[src/rtl/instr_loader_if.sv]
// Byte-stream and memory-write bundle for the instruction loader.
// The slave side is the loader itself; the master side is whoever
// supplies the program image and observes the memory write port.
interface instr_loader_if #(
  parameter int ADDR_W = 6
);
  logic              start;
  logic              byte_valid;
  logic [7:0]        byte_data;
  logic              byte_last;
  logic              byte_ready;
  logic              wr_en;
  logic [ADDR_W-1:0] wr_addr;
  logic [31:0]       wr_data;
  logic [ADDR_W:0]   word_count;
  logic              busy;
  logic              done;
  logic              error;

  modport slave (
    input  start, byte_valid, byte_data, byte_last,
    output byte_ready, wr_en, wr_addr, wr_data, word_count, busy, done, error
  );

  modport master (
    output start, byte_valid, byte_data, byte_last,
    input  byte_ready, wr_en, wr_addr, wr_data, word_count, busy, done, error
  );
endinterface

[src/rtl/instr_loader.sv]
// Instruction memory loader: packs an MSB-first byte stream into 32-bit
// words and writes them to consecutive word addresses starting at 0.
// busy stays high for the whole load so the core remains stalled until
// the image is complete; done/error report how the load ended.
module instr_loader #(
  parameter int DEPTH  = 64,
  parameter int ADDR_W = 6
) (
  input  logic           clk,
  input  logic           rst_n,
  instr_loader_if.slave  bus
);

  typedef enum logic [2:0] {
    ST_IDLE,
    ST_LOAD,
    ST_WRITE,
    ST_DONE,
    ST_ERR
  } state_t;

  state_t            state_q, state_d;
  logic [1:0]        idx_q, idx_d;
  logic [23:0]       shift_q, shift_d;
  logic              last_q, last_d;
  logic              ready_q, ready_d;
  logic              wr_en_q, wr_en_d;
  logic [ADDR_W-1:0] wr_addr_q, wr_addr_d;
  logic [31:0]       wr_data_q, wr_data_d;
  logic [ADDR_W:0]   count_q, count_d;
  logic              busy_q, busy_d;
  logic              done_q, done_d;
  logic              error_q, error_d;

  // Next-state and next-output logic; every output is registered so the
  // values seen on the bus always match the state they belong to.
  always_comb begin
    state_d   = state_q;
    idx_d     = idx_q;
    shift_d   = shift_q;
    last_d    = last_q;
    ready_d   = ready_q;
    wr_en_d   = 1'b0;
    wr_addr_d = wr_addr_q;
    wr_data_d = wr_data_q;
    count_d   = count_q;
    busy_d    = busy_q;
    done_d    = done_q;
    error_d   = error_q;

    case (state_q)
      // start is only honoured once the previous load has ended; a restart
      // from DONE or ERR behaves exactly like one from IDLE.
      ST_IDLE, ST_DONE, ST_ERR: begin
        if (bus.start) begin
          state_d = ST_LOAD;
          idx_d   = 2'd0;
          shift_d = '0;
          last_d  = 1'b0;
          count_d = '0;
          ready_d = 1'b1;
          busy_d  = 1'b1;
          done_d  = 1'b0;
          error_d = 1'b0;
        end
      end

      ST_LOAD: begin
        if (bus.byte_valid && ready_q) begin
          shift_d = {shift_q[15:0], bus.byte_data};
          idx_d   = idx_q + 2'd1;
          if (idx_q == 2'd3) begin
            // Fourth byte completes the word; the write happens next cycle.
            state_d   = ST_WRITE;
            ready_d   = 1'b0;
            wr_en_d   = 1'b1;
            wr_addr_d = count_q[ADDR_W-1:0];
            wr_data_d = {shift_q, bus.byte_data};
            shift_d   = '0;
            last_d    = bus.byte_last;
          end else if (bus.byte_last) begin
            // Image ends mid-word: drop the fragment and flag it.
            state_d = ST_ERR;
            ready_d = 1'b0;
            busy_d  = 1'b0;
            error_d = 1'b1;
          end
        end
      end

      ST_WRITE: begin
        count_d = count_q + (ADDR_W+1)'(1);
        if (last_q || (count_d == (ADDR_W+1)'(DEPTH))) begin
          // Either the image ended on a word boundary or memory is full.
          state_d = ST_DONE;
          busy_d  = 1'b0;
          done_d  = 1'b1;
        end else begin
          state_d = ST_LOAD;
          ready_d = 1'b1;
        end
      end

      default: begin
        state_d = ST_IDLE;
        ready_d = 1'b0;
        busy_d  = 1'b0;
        done_d  = 1'b0;
        error_d = 1'b0;
      end
    endcase
  end

  // State and output registers with synchronous active-low reset.
  always_ff @(posedge clk) begin
    if (!rst_n) begin
      state_q   <= ST_IDLE;
      idx_q     <= 2'd0;
      shift_q   <= '0;
      last_q    <= 1'b0;
      ready_q   <= 1'b0;
      wr_en_q   <= 1'b0;
      wr_addr_q <= '0;
      wr_data_q <= '0;
      count_q   <= '0;
      busy_q    <= 1'b0;
      done_q    <= 1'b0;
      error_q   <= 1'b0;
    end else begin
      state_q   <= state_d;
      idx_q     <= idx_d;
      shift_q   <= shift_d;
      last_q    <= last_d;
      ready_q   <= ready_d;
      wr_en_q   <= wr_en_d;
      wr_addr_q <= wr_addr_d;
      wr_data_q <= wr_data_d;
      count_q   <= count_d;
      busy_q    <= busy_d;
      done_q    <= done_d;
      error_q   <= error_d;
    end
  end

  assign bus.byte_ready = ready_q;
  assign bus.wr_en      = wr_en_q;
  assign bus.wr_addr    = wr_addr_q;
  assign bus.wr_data    = wr_data_q;
  assign bus.word_count = count_q;
  assign bus.busy       = busy_q;
  assign bus.done       = done_q;
  assign bus.error      = error_q;

endmodule

[src/flat_wrapper.sv]
// flat-port wrapper written by rule: the top's interface ports become plain ports
module instr_loader_flat 
#(
  parameter int DEPTH  = 64,
  parameter int ADDR_W = 6
)
  (clk, rst_n, bus_start, bus_byte_valid, bus_byte_data, bus_byte_last, bus_byte_ready, bus_wr_en, bus_wr_addr, bus_wr_data, bus_word_count, bus_busy, bus_done, bus_error);
  instr_loader_if #(.ADDR_W(ADDR_W)) bus_i ();
  input  logic clk;
  input  logic rst_n;
  input wire logic [$bits(bus_i.start)-1:0] bus_start;
  input wire logic [$bits(bus_i.byte_valid)-1:0] bus_byte_valid;
  input wire logic [$bits(bus_i.byte_data)-1:0] bus_byte_data;
  input wire logic [$bits(bus_i.byte_last)-1:0] bus_byte_last;
  output wire logic [$bits(bus_i.byte_ready)-1:0] bus_byte_ready;
  output wire logic [$bits(bus_i.wr_en)-1:0] bus_wr_en;
  output wire logic [$bits(bus_i.wr_addr)-1:0] bus_wr_addr;
  output wire logic [$bits(bus_i.wr_data)-1:0] bus_wr_data;
  output wire logic [$bits(bus_i.word_count)-1:0] bus_word_count;
  output wire logic [$bits(bus_i.busy)-1:0] bus_busy;
  output wire logic [$bits(bus_i.done)-1:0] bus_done;
  output wire logic [$bits(bus_i.error)-1:0] bus_error;
  assign bus_i.start = bus_start;
  assign bus_i.byte_valid = bus_byte_valid;
  assign bus_i.byte_data = bus_byte_data;
  assign bus_i.byte_last = bus_byte_last;
  assign bus_byte_ready = bus_i.byte_ready;
  assign bus_wr_en = bus_i.wr_en;
  assign bus_wr_addr = bus_i.wr_addr;
  assign bus_wr_data = bus_i.wr_data;
  assign bus_word_count = bus_i.word_count;
  assign bus_busy = bus_i.busy;
  assign bus_done = bus_i.done;
  assign bus_error = bus_i.error;
  instr_loader #(.DEPTH(DEPTH), .ADDR_W(ADDR_W)) u_core (.clk(clk), .rst_n(rst_n), .bus(bus_i));
endmodule
[config.mk]
export PLATFORM = sky130hd
export DESIGN_NAME = instr_loader_flat
export DESIGN_NICKNAME = d
export VERILOG_FILES = /design/src/rtl/instr_loader_if.sv /design/src/rtl/instr_loader.sv /design/src/flat_wrapper.sv
export SDC_FILE = /design/constraint.sdc
export NUM_CORES = 1
export LEC_CHECK = 0
export CAP_MARGIN = 40
export CORE_MARGIN = 3
export CORE_UTILIZATION = 55
export DETAILED_ROUTE_END_ITERATION = 8
export PLACE_DENSITY_LB_ADDON = 0.3
export SYNTH_ARGS = -nofsm -noshare
export SYNTH_HDL_FRONTEND = slang
export SYNTH_SLANG_ARGS = --single-unit
[constraint.sdc]
create_clock -name clk -period 4.6 [get_ports clk]
set_clock_uncertainty 0.2 [all_clocks]
set_input_delay 0.92 -clock clk [delete_from_list [all_inputs] [get_ports clk]]
set_output_delay 0.92 -clock clk [all_outputs]
set_load 0.02 [all_outputs]
==> results of run 1 <==
-- cell usage in the layout, fill, tap and decap left out, drive strengths merged, types with 2 or more instances in the layout --
cell type / n
a31oi: 6
bufinv: 2
clkinv: 4
and2: 3
o21a: 2
dfxtp: 80
o31ai: 3
inv: 3
a21o: 2
nand2: 113
clkbuf: 10
o21ai: 8
ha: 2
nor2: 8
clkdlybuf4s50: 62
buf: 6
nor2b: 3
nand2b: 3
nand3b: 2
a211oi: 3
a21oi: 76
o221ai: 2
a31o: 2
nand3: 29
nor3: 3
-- worst max-delay path by stage --
stage / startpoint / end / cells past startpoint
after floorplan: bus_start / u_core.shift_q[0] / 7
after global placement: bus_start / u_core.shift_q[14] / 5
after detailed placement: bus_byte_valid / u_core.bus.wr_data[12] / 5
after CTS: bus_byte_valid / u_core.bus.wr_data[12] / 5
after global routing: bus_start / u_core.shift_q[3] / 6
final: bus_byte_valid / u_core.bus.wr_data[12] / 5
-- cell families after synthesis --
logic type | synth area share [%]
AND/OR/NAND/NOR | 23.5
AO/OA/AOI/OAI | 20.1
flip-flops | 48.4
buffers and inverters | 7.03
adder cells (fa/ha/maj) | 0.756
XOR/XNOR | 0.265
-- power by group through the flow --
stage	Combinational (µW)	Clock, µW	Sequential, µW
after detailed placement	431	0	804
after floorplan	404	0	783
final	437	550	789
after global routing	480	590	796
after global placement	410	0	801
after CTS	433	557	787
-- metal layers --
| metal | vias to the layer above | share of wire [%] |
|---|---|---|
| met5 | - | 0 |
| met4 | 0 | 0.48 |
| met3 | 2 | 6.8 |
| met2 | 90 | 48 |
| met1 | 1418 | 45 |
| li1 | 1470 | - |
-- worst max-delay path: cells and delay by family --
kind	cells	cell delay, ns
AO/OA/AOI/OAI	1	0.06
buffers and inverters	2	1.02
AND/OR/NAND/NOR	2	0.77
-- final cells by class --
class,count,area share (%)
repair buffers,68,16.5
inverters,3,0.278
multi-input cells,287,36.3
clock buffers,10,3.15
clock inverters,6,2.07
flip-flops and latches,80,39.5
well taps,72,2.22
-- flip-flops by register name, summed over array words and instances, names as in the netlist --
name and flops:
u_core.bus.done 1, u_core.state_q 3, u_core.bus.byte_ready 1, u_core.bus.error 1, u_core.bus.wr_en 1, u_core.shift_q 24
u_core.bus.wr_data 32, u_core.idx_q 2, u_core.last_q 1, u_core.bus.word_count 7, u_core.bus.busy 1, u_core.bus.wr_addr 6
-- stage by stage --
| stage | power, µW | utilization [%] | worst slack (ns) | hold slack (ns) |
|---|---|---|---|---|
| 3_5_place_dp | 1240 | 67.8 | 1.50 | 0.248 |
| 5_1_grt | 1860 | 71.5 | 1.72 | 0.278 |
| 4_1_cts | 1780 | 71.5 | 1.85 | 0.258 |
| 3_3_place_gp | 1210 | 67.6 | 1.38 | 0.241 |
| 6_report | 1780 | 71.5 | 1.84 | 0.255 |
| 2_1_floorplan | 1190 | - | 2.34 | 0.232 |
==> flow_metrics.env, run 1 <==
export IMPL_run_status="complete, no violations"
export IMPL_grtUsageMet3_pct=5.73
export IMPL_count_of_buffers_inserted_at_the_top_level_ports=62
export IMPL_final_layout_size_suffix_gt1_share_pct=6.83
export IMPL_hold_violations=0
export IMPL_place_gp_congestion=0.917
export IMPL_cts_root_buf="clkbuf_8"
export IMPL_clock_insertion_delay_worst_skew_ns=0.34
export IMPL_power_net_switching_uw=588
export IMPL_drt_pre_antenna_iters=4
export IMPL_multi_input_comb_area_um2=1470
export IMPL_drc_errors=0
export IMPL_global_route_usage_met2_pct=36.6
export IMPL_synth_common_cells="113 x nand2_1, 80 x dfxtp_1, 76 x a21oi_1"
export IMPL_grt_pass1_vias=2846
export IMPL_floorplan_die_height_um=83.6
export IMPL_post_cts_setup_buffers=0
export IMPL_numCtsBuffers=9
export IMPL_total_die_area_um2=6980
export IMPL_synthesis_nets=417
export IMPL_worst_r2r_cell_count=5
export IMPL_min_delay_path_depth=2
export IMPL_worst_path_max_delay_cell="nand4_1"
export IMPL_timing_max_cap_violations=0
export IMPL_postSynthCellCount=402
export IMPL_clk_pin_slew_worst_paths_ns=0.07
export IMPL_min_period_ns=2.76
export IMPL_crit_path_cell_trace="clkdlybuf4s50_1 > nand4_1 > buf_4 > nand2_1 > a21oi_1"
export IMPL_overall_die_width_um=83.6
export IMPL_track_usage_pct=22.1
export IMPL_hold_path_startpoint="u_core.shift_q[20]"
export IMPL_fin_nets=464
export IMPL_worst_r2r_setup_slack_ns=1.94
export IMPL_synth_sequential_area_ratio_pct=48.4
export IMPL_synth_edf_count=0
export IMPL_holdPathEnd="u_core.shift_q[20]"
export IMPL_start_kind="input pin"
export IMPL_ant_nets=0
export IMPL_cts_resized_gates=0
export IMPL_layout_filler_cells=460
export IMPL_route_vias_total=2980
export IMPL_worstHoldPathType="reg -> reg"
export IMPL_netlist_cell_type_count=44
export IMPL_antenna_found_initial=0
export IMPL_rsz0062_at_grt="false"
export IMPL_boundaryPins=63
export IMPL_setup_violations=0
export IMPL_synth_top_flop_cell="dfxtp_1"
export IMPL_initialDrtViolationCount=179
export IMPL_ant_diodes=0
export IMPL_slew_viol_final=0
export IMPL_grt_max_degree=29
export IMPL_routed_wire_length_um=7660
export IMPL_syn_cell_area_um2=3310
export IMPL_postLayoutCellArea_um2=4060
export IMPL_row_count=27
export IMPL_source_of_the_worst_register_to_register_timing_path="u_core.state_q[0]"
export IMPL_cts_hold_buffers=0
export IMPL_timing_slew_headroom_pct=44.7
export IMPL_pwr_share_comb_pct=24.6
export IMPL_synth_area_leaders="dfxtp_1 48%, nand2_1 13%, a21oi_1 11%"
export IMPL_synth_top_cell_area_share_pct=48.4
export IMPL_postSynthRegisterBits=80
export IMPL_cts_htree_levels=3
export IMPL_critPathArrivalTime_ns=2.78
export IMPL_synthesis_to_finish_area_growth_pct=22.7
export IMPL_fmax_mhz=362
export IMPL_coreArea_um2=5680
export IMPL_hpwl_um=5170
export IMPL_maximum_root_to_sink_buffer_count=2
export IMPL_global_route_peak_usage_layer="met2"
export IMPL_synthesis_yosys_warnings=0
export IMPL_numClockSinks=80
export IMPL_yosys_area_top_type="dfxtp_1"
export IMPL_clkPwrFrac_pct=31.0
export IMPL_groute_layer_met1_usage_pct=28.4
export IMPL_grt_first_pass_wirelength_um=12900
export IMPL_p_int_uw=1190
export IMPL_cp_data_required_time_ns=4.62
export IMPL_critical_path_peak_fanout=24
export IMPL_worst_ir_drop_on_vdd_mv=0.490
export IMPL_grt_remaining_overflow=0
export IMPL_swShare_pct=33.1
export IMPL_instances_no_fill=526
export IMPL_final_period_utilization_pct=60.0
export IMPL_leakage_uw=0.00133
export IMPL_most_instantiated_library_cell_after_synthesis="nand2_1"
export IMPL_routed_wire_length_per_instance_um=14.6
export IMPL_rr_endpoint="u_core.bus.wr_data[12]"
export IMPL_power_per_cell_area_nw_per_um2=437
export IMPL_endpoint_kind="register"
export IMPL_worstMarginPinSlew_ns=0.827
export IMPL_placement_cell_area_um2=3850
export IMPL_postSynthAreaPerCell_um2=8.23
export IMPL_criticalPathCategory="in -> reg"
export IMPL_placedCellCount=510
export IMPL_cts_tree="built"
export IMPL_detail_route_vias_per_cell=5.67
export IMPL_seq_power_share_pct=44.4
export IMPL_ys_async_sr_fraction_pct=0
export IMPL_cp_slowest_stage_delay_ns=0.67
export IMPL_sequential_cell_area_um2=1600
export IMPL_tns_ns=0
export IMPL_initial_core_util_pct=58.3
Note: power is estimated with default switching activity, not from simulation.
==> inputs of run 2 (changes only) <==
- CORE_UTILIZATION: 55 -> 46
- clock period: 4.6 -> 2.45 ns (I/O delays scaled with it)
==> run 2 against run 1 <==
  * Global-route usage shrank 2.8 points
  * Clock power rose by 100%
  * Critical path depth down 1
==> flow_metrics.env, run 2 (synthesis results as in run 1) <==
export IMPL_run_status="complete, no violations"
export IMPL_total_die_area_um2=8250
export IMPL_global_route_peak_usage_layer="met2"
export IMPL_endpoint_kind="register"
export IMPL_placedCellCount=539
export IMPL_layout_commonest_cell="nand2_1"
export IMPL_critical_path_peak_fanout=17
export IMPL_cts_tree="built"
export IMPL_global_route_usage_met2_pct=29.5
export IMPL_coreArea_um2=6870
export IMPL_worstHoldPathType="reg -> reg"
export IMPL_crit_family="simple AND/OR/NAND/NOR gates"
export IMPL_grt_pass1_vias=2746
export IMPL_critPathArrivalTime_ns=2.24
export IMPL_worst_ir_drop_on_vdd_mv=0.452
export IMPL_cp_data_required_time_ns=2.51
export IMPL_fin_nets=469
export IMPL_numCtsBuffers=9
export IMPL_clock_insertion_delay_worst_skew_ns=0.35
export IMPL_ant_diodes=0
export IMPL_detail_route_vias_per_cell=5.31
export IMPL_overall_die_width_um=90.8
export IMPL_cts_htree_levels=3
export IMPL_critical_path_top_cell_by_count="nor2b_1"
export IMPL_min_period_ns=2.18
export IMPL_cts_resized_gates=0
export IMPL_synthesis_to_finish_area_growth_pct=27.0
export IMPL_cp_slowest_stage_delay_ns=0.72
export IMPL_leakage_uw=0.00139
export IMPL_route_vias_total=2947
export IMPL_grt_remaining_overflow=0
export IMPL_routed_wire_length_um=7680
export IMPL_track_usage_pct=19.3
export IMPL_hpwl_um=5060
export IMPL_largest_register_ff_count=32
export IMPL_crit_path_cell_trace="nor2b_1 > nor2b_1 > a31oi_1 > a311oi_1"
export IMPL_instances_no_fill=555
export IMPL_groute_layer_met1_usage_pct=26.6
export IMPL_grt_first_pass_wirelength_um=13100
export IMPL_number_of_buffer_and_inverter_stages_on_the_critical_path=0
export IMPL_criticalPathCategory="reg -> reg"
export IMPL_layout_common_cells="113 x nand2_1, 80 x dfxtp_1, 76 x a21oi_1"
export IMPL_final_layout_size_suffix_gt1_share_pct=8.06
export IMPL_drc_errors=0
export IMPL_rsz0062_at_grt="false"
export IMPL_cts_hold_buffers=0
export IMPL_initial_core_util_pct=48.2
export IMPL_timing_slew_headroom_pct=58.6
export IMPL_tns_ns=0
export IMPL_ant_nets=0
export IMPL_initialDrtViolationCount=196
export IMPL_post_cts_setup_buffers=0
export IMPL_place_gp_congestion=0.779
export IMPL_grtUsageMet3_pct=4.17
export IMPL_cts_root_buf="clkbuf_8"
export IMPL_routed_wire_length_per_instance_um=13.8
export IMPL_setup_violations=0
export IMPL_timing_max_cap_violations=0
export IMPL_row_count=30
export IMPL_worst_path_max_delay_cell="dfxtp_1"
export IMPL_floorplan_die_height_um=90.8
export IMPL_antenna_found_initial=0
export IMPL_boundaryPins=63
export IMPL_grt_max_degree=40
export IMPL_maximum_root_to_sink_buffer_count=2
export IMPL_fmax_mhz=459
export IMPL_clk_pin_slew_worst_paths_ns=0.09
export IMPL_power_per_cell_area_nw_per_um2=833
export IMPL_start_kind="register"
export IMPL_slew_viol_final=0
export IMPL_numClockSinks=80
export IMPL_worstMarginPinSlew_ns=0.621
export IMPL_drt_pre_antenna_iters=4
export IMPL_count_of_buffers_inserted_at_the_top_level_ports=62
export IMPL_hold_violations=0
export IMPL_final_period_utilization_pct=89.0
==> run 2: cell type report <==
type                       count  area, µm²
clock inverter                 7        106
fill                         653       2670
timing repair buffer          73        766
tap                           96        120
clock buffer                   9        124
multi-input combinational    287       1470
inverter                       3       11.3
sequential                    80       1600
==> run 2: power by group <==
group | internal (µW) | leakage, µW | switching, µW
registers | 1370 | 0.000646 | 116
logic | 364 | 0.000623 | 543
clock network | 594 | 0.000117 | 519
==> run 2: final timing paths <==
check / startpoint / end / slack, ns / depth (start not counted)
max: u_core.state_q[1] / u_core.bus.word_count[6] / 0.27 / 4
max reg2reg: u_core.state_q[1] / u_core.bus.word_count[6] / 0.27 / 4
min: u_core.shift_q[23] / u_core.bus.wr_data[31] / 0.25 / 2
min reg2reg: u_core.shift_q[23] / u_core.bus.wr_data[31] / 0.25 / 2
==> run 2: routing by layer <==
| layer | vias to the layer above | wire length, µm | share of wire, % |
|---|---|---|---|
| met1 | 1380 | 3670 | 48 |
| li1 | 1479 | - | - |
| met3 | 10 | 363 | 4.7 |
| met2 | 78 | 3520 | 46 |
| met5 | - | 0 | 0 |
| met4 | 0 | 128 | 1.7 |
==> run 2: metrics by stage <==
stage | hold slack (ns) | worst slack, ns | area, µm² | util (%) | power, µW
4_1_cts | 0.258 | 0.262 | 4200 | 61.2 | 3510
3_3_place_gp | 0.242 | 0.226 | 3970 | 57.8 | 2400
2_1_floorplan | 0.232 | 0.622 | 3310 | - | 2230
5_1_grt | 0.273 | 0.0893 | 4200 | 61.2 | 3680
3_5_place_dp | 0.245 | 0.210 | 3970 | 57.8 | 2410
6_report | 0.255 | 0.269 | 4200 | 61.2 | 3500
==> run 2: worst min-delay path, cell delays in order (launching register included) <==
cell     delay (ns)
dfxtp_1        0.32
nand2_1        0.05
a21oi_1        0.05
==> inputs of run 3 (changes only) <==
- SKIP_LAST_GASP: unset -> 1
==> results of run 3 <==
No change in the layout: final DEF, timing and power equal those of run 2.
==> edit, RTL diff (settings of run 3) <==
`ADDR_W` is set to 6 in 3 places; all go to 5.
--- a/src/rtl/instr_loader_if.sv
+++ b/src/rtl/instr_loader_if.sv
@@ -2,7 +2,7 @@
 // The slave side is the loader itself; the master side is whoever
 // supplies the program image and observes the memory write port.
 interface instr_loader_if #(
-  parameter int ADDR_W = 6
+  parameter int ADDR_W = 5
 );
   logic              start;
   logic              byte_valid;
--- a/src/rtl/instr_loader.sv
+++ b/src/rtl/instr_loader.sv
@@ -4,7 +4,7 @@
 // the image is complete; done/error report how the load ended.
 module instr_loader #(
   parameter int DEPTH  = 64,
-  parameter int ADDR_W = 6
+  parameter int ADDR_W = 5
 ) (
   input  logic           clk,
   input  logic           rst_n,
--- a/src/flat_wrapper.sv
+++ b/src/flat_wrapper.sv
@@ -2,7 +2,7 @@
 module instr_loader_flat 
 #(
   parameter int DEPTH  = 64,
-  parameter int ADDR_W = 6
+  parameter int ADDR_W = 5
 )
   (clk, rst_n, bus_start, bus_byte_valid, bus_byte_data, bus_byte_last, bus_byte_ready, bus_wr_en, bus_wr_addr, bus_wr_data, bus_word_count, bus_busy, bus_done, bus_error);
   instr_loader_if #(.ADDR_W(ADDR_W)) bus_i ();
Ports: changed (resized bus_word_count and bus_wr_addr); port bits go from 63 to 61. No check against the original RTL was run, so the function may have changed too.
==> edit against run 3 <==
  * Cell area fell by 3.9%
  * Critical path type unchanged
  * Highest routed layer unchanged
  * Die area is 3.2% lower
  * Largest power group unchanged
  * Worst setup slack worse by 21 ps
  * Non-clock buffer count fell by 4
  * Sequential cell count decreased by 2
  * Total power down 7.5%
  * Sequential power fell by 3%
  * Synthesized area down 3.4%
  * Wire length down 9.9%
  * Sequential share of layout area is 0.54 points higher
==> edit: results (changes against run 3) <==
maximum clock path buffer count 2 (unchanged); internal cell power 2160 µW (was 2320 µW); HPWL Detailed 4610 µm (was 5060 µm); Critical-path top delay cell dfxtp_1 (unchanged); post-synthesis sequential area ratio 0.489 (was 0.484); worst skew pair latency 340 ps; Overall Global Routing Usage 0.193 (about the same); Worst-Margin Slew 451 ps (was 621 ps); M2 GR Usage 0.287 (was 0.295); Distinct cells, synth 41 (was 44); DR iter-0 viols 174 (was 196); initial antenna violation count 0 (unchanged); Largest stage delay, worst path 480 ps (was 720 ps); worst ir drop on vdd 0.625 mV (was 0.452 mV); top post-synthesis cells by count nand2_1, dfxtp_1, a21boi_1 (was nand2_1, dfxtp_1, a21oi_1); final wirelength 6920 µm (was 7680 µm); status complete, no violations (unchanged); Clock Pin Slew Worst Setup and Hold Paths 70 ps (was 90 ps); first-pass GRT wire length 11900 µm (was 13100 µm); fillers 568 (was 653); Remaining DRCs 0 (unchanged); Synth area leaders dfxtp_1, nand2_1, a21boi_1 (was dfxtp_1, nand2_1, a21oi_1); M3 GR Usage 0.0332 (was 0.0417); largest net degree at the start of global routing 41 (was 40); pre-CTS WS 59.3 ps (was 210 ps); port bufs 60 (was 62); max reg flops 32 (unchanged); Nets 445 (was 469); vias per inst 5.31 (about the same); leakage 0.00138 µW (was 0.00139 µW); CP Max Fanout 38 (was 17); met1 GRT Util 0.269 (was 0.266); WP data arrival 2260 ps (was 2240 ps); GPL Wtd Cong 0.824 (was 0.779); vias in the first global route 2547 (was 2746); fraction of layout cells with a size suffix above 1 0.0808 (was 0.0806); Syn Nets 389 (was 417); post-synth top area share 0.489 (was 0.484)
[edit: changes by cell type after synthesis, moves of 2 or more]
cell / change
a21oi_1: -69
a211oi_1: -3
a21boi_0: +24
clkbuf_1: +2
o221ai_1: -2
a31oi_1: -3
o21ai_0: +3
buf_6: -8
a21boi_1: +39
mux2i_1: +3
o21a_1: -2
o31ai_1: -2
or3_1: +2
dfxtp_1: -2
[edit: path summary, 6_finish.rpt]
check | cells past startpoint | from | to | slack [ps]
worst max-delay path | 5 | u_core.state_q[0] | u_core.bus.wr_data[21] | 250
worst min register to register | 2 | u_core.shift_q[20] | u_core.shift_q[20] | 250
worst min-delay path | 2 | u_core.shift_q[20] | u_core.shift_q[20] | 250
worst max register to register | 5 | u_core.state_q[0] | u_core.bus.wr_data[21] | 250
[edit: worst min-delay path: cells and delay by family, from the launching register on]
kind | cells | cell delay (ps)
compound gates | 1 | 50
flops | 1 | 310
simple gates | 1 | 50
[edit: metrics by stage]
step	area (µm²)	instances	hold slack, ps
final	4040	510	251
after global routing	4040	510	270
after global placement	3850	496	239
after detailed placement	3850	496	247
after floorplan	3200	374	231
after CTS	4040	510	256
[edit: metal layers]
layer  routed length, µm  part of all wire
met1                3340              0.48
met2                3180              0.46
met3                 272             0.039
met4                 129             0.019
met5                   0                 0
[edit: cell families (layout without fill, tap and decap cells)]
family / Yosys count / in the layout / share of synthesized area
muxes: 3 / 3 / 0.00940
DFF: 78 / 78 / 0.489
and+or+nand+nor: 170 / 170 / 0.238
buffers and inverters: 26 / 85 / 0.0419
AOI/OAI and AO/OA: 95 / 95 / 0.214
adders and majority gates: 2 / 2 / 0.00783
[edit: area by class of cell]
cell class / instances / area share
sequential: 78 / 0.386
multi-input combinational: 270 / 0.371
timing repair buffer: 69 / 0.170
clock buffer: 10 / 0.0341
tap: 77 / 0.0238
clock inverter: 4 / 0.0121
inverter: 2 / 0.00186
[edit: power by group through the flow]
stage	Combinational [µW]	Clock (µW)	Sequential (µW)
floorplan	595	0	1440
global placement	857	0	1460
detailed placement	872	0	1460
CTS	873	960	1430
global route	974	1010	1440
finish	877	929	1430
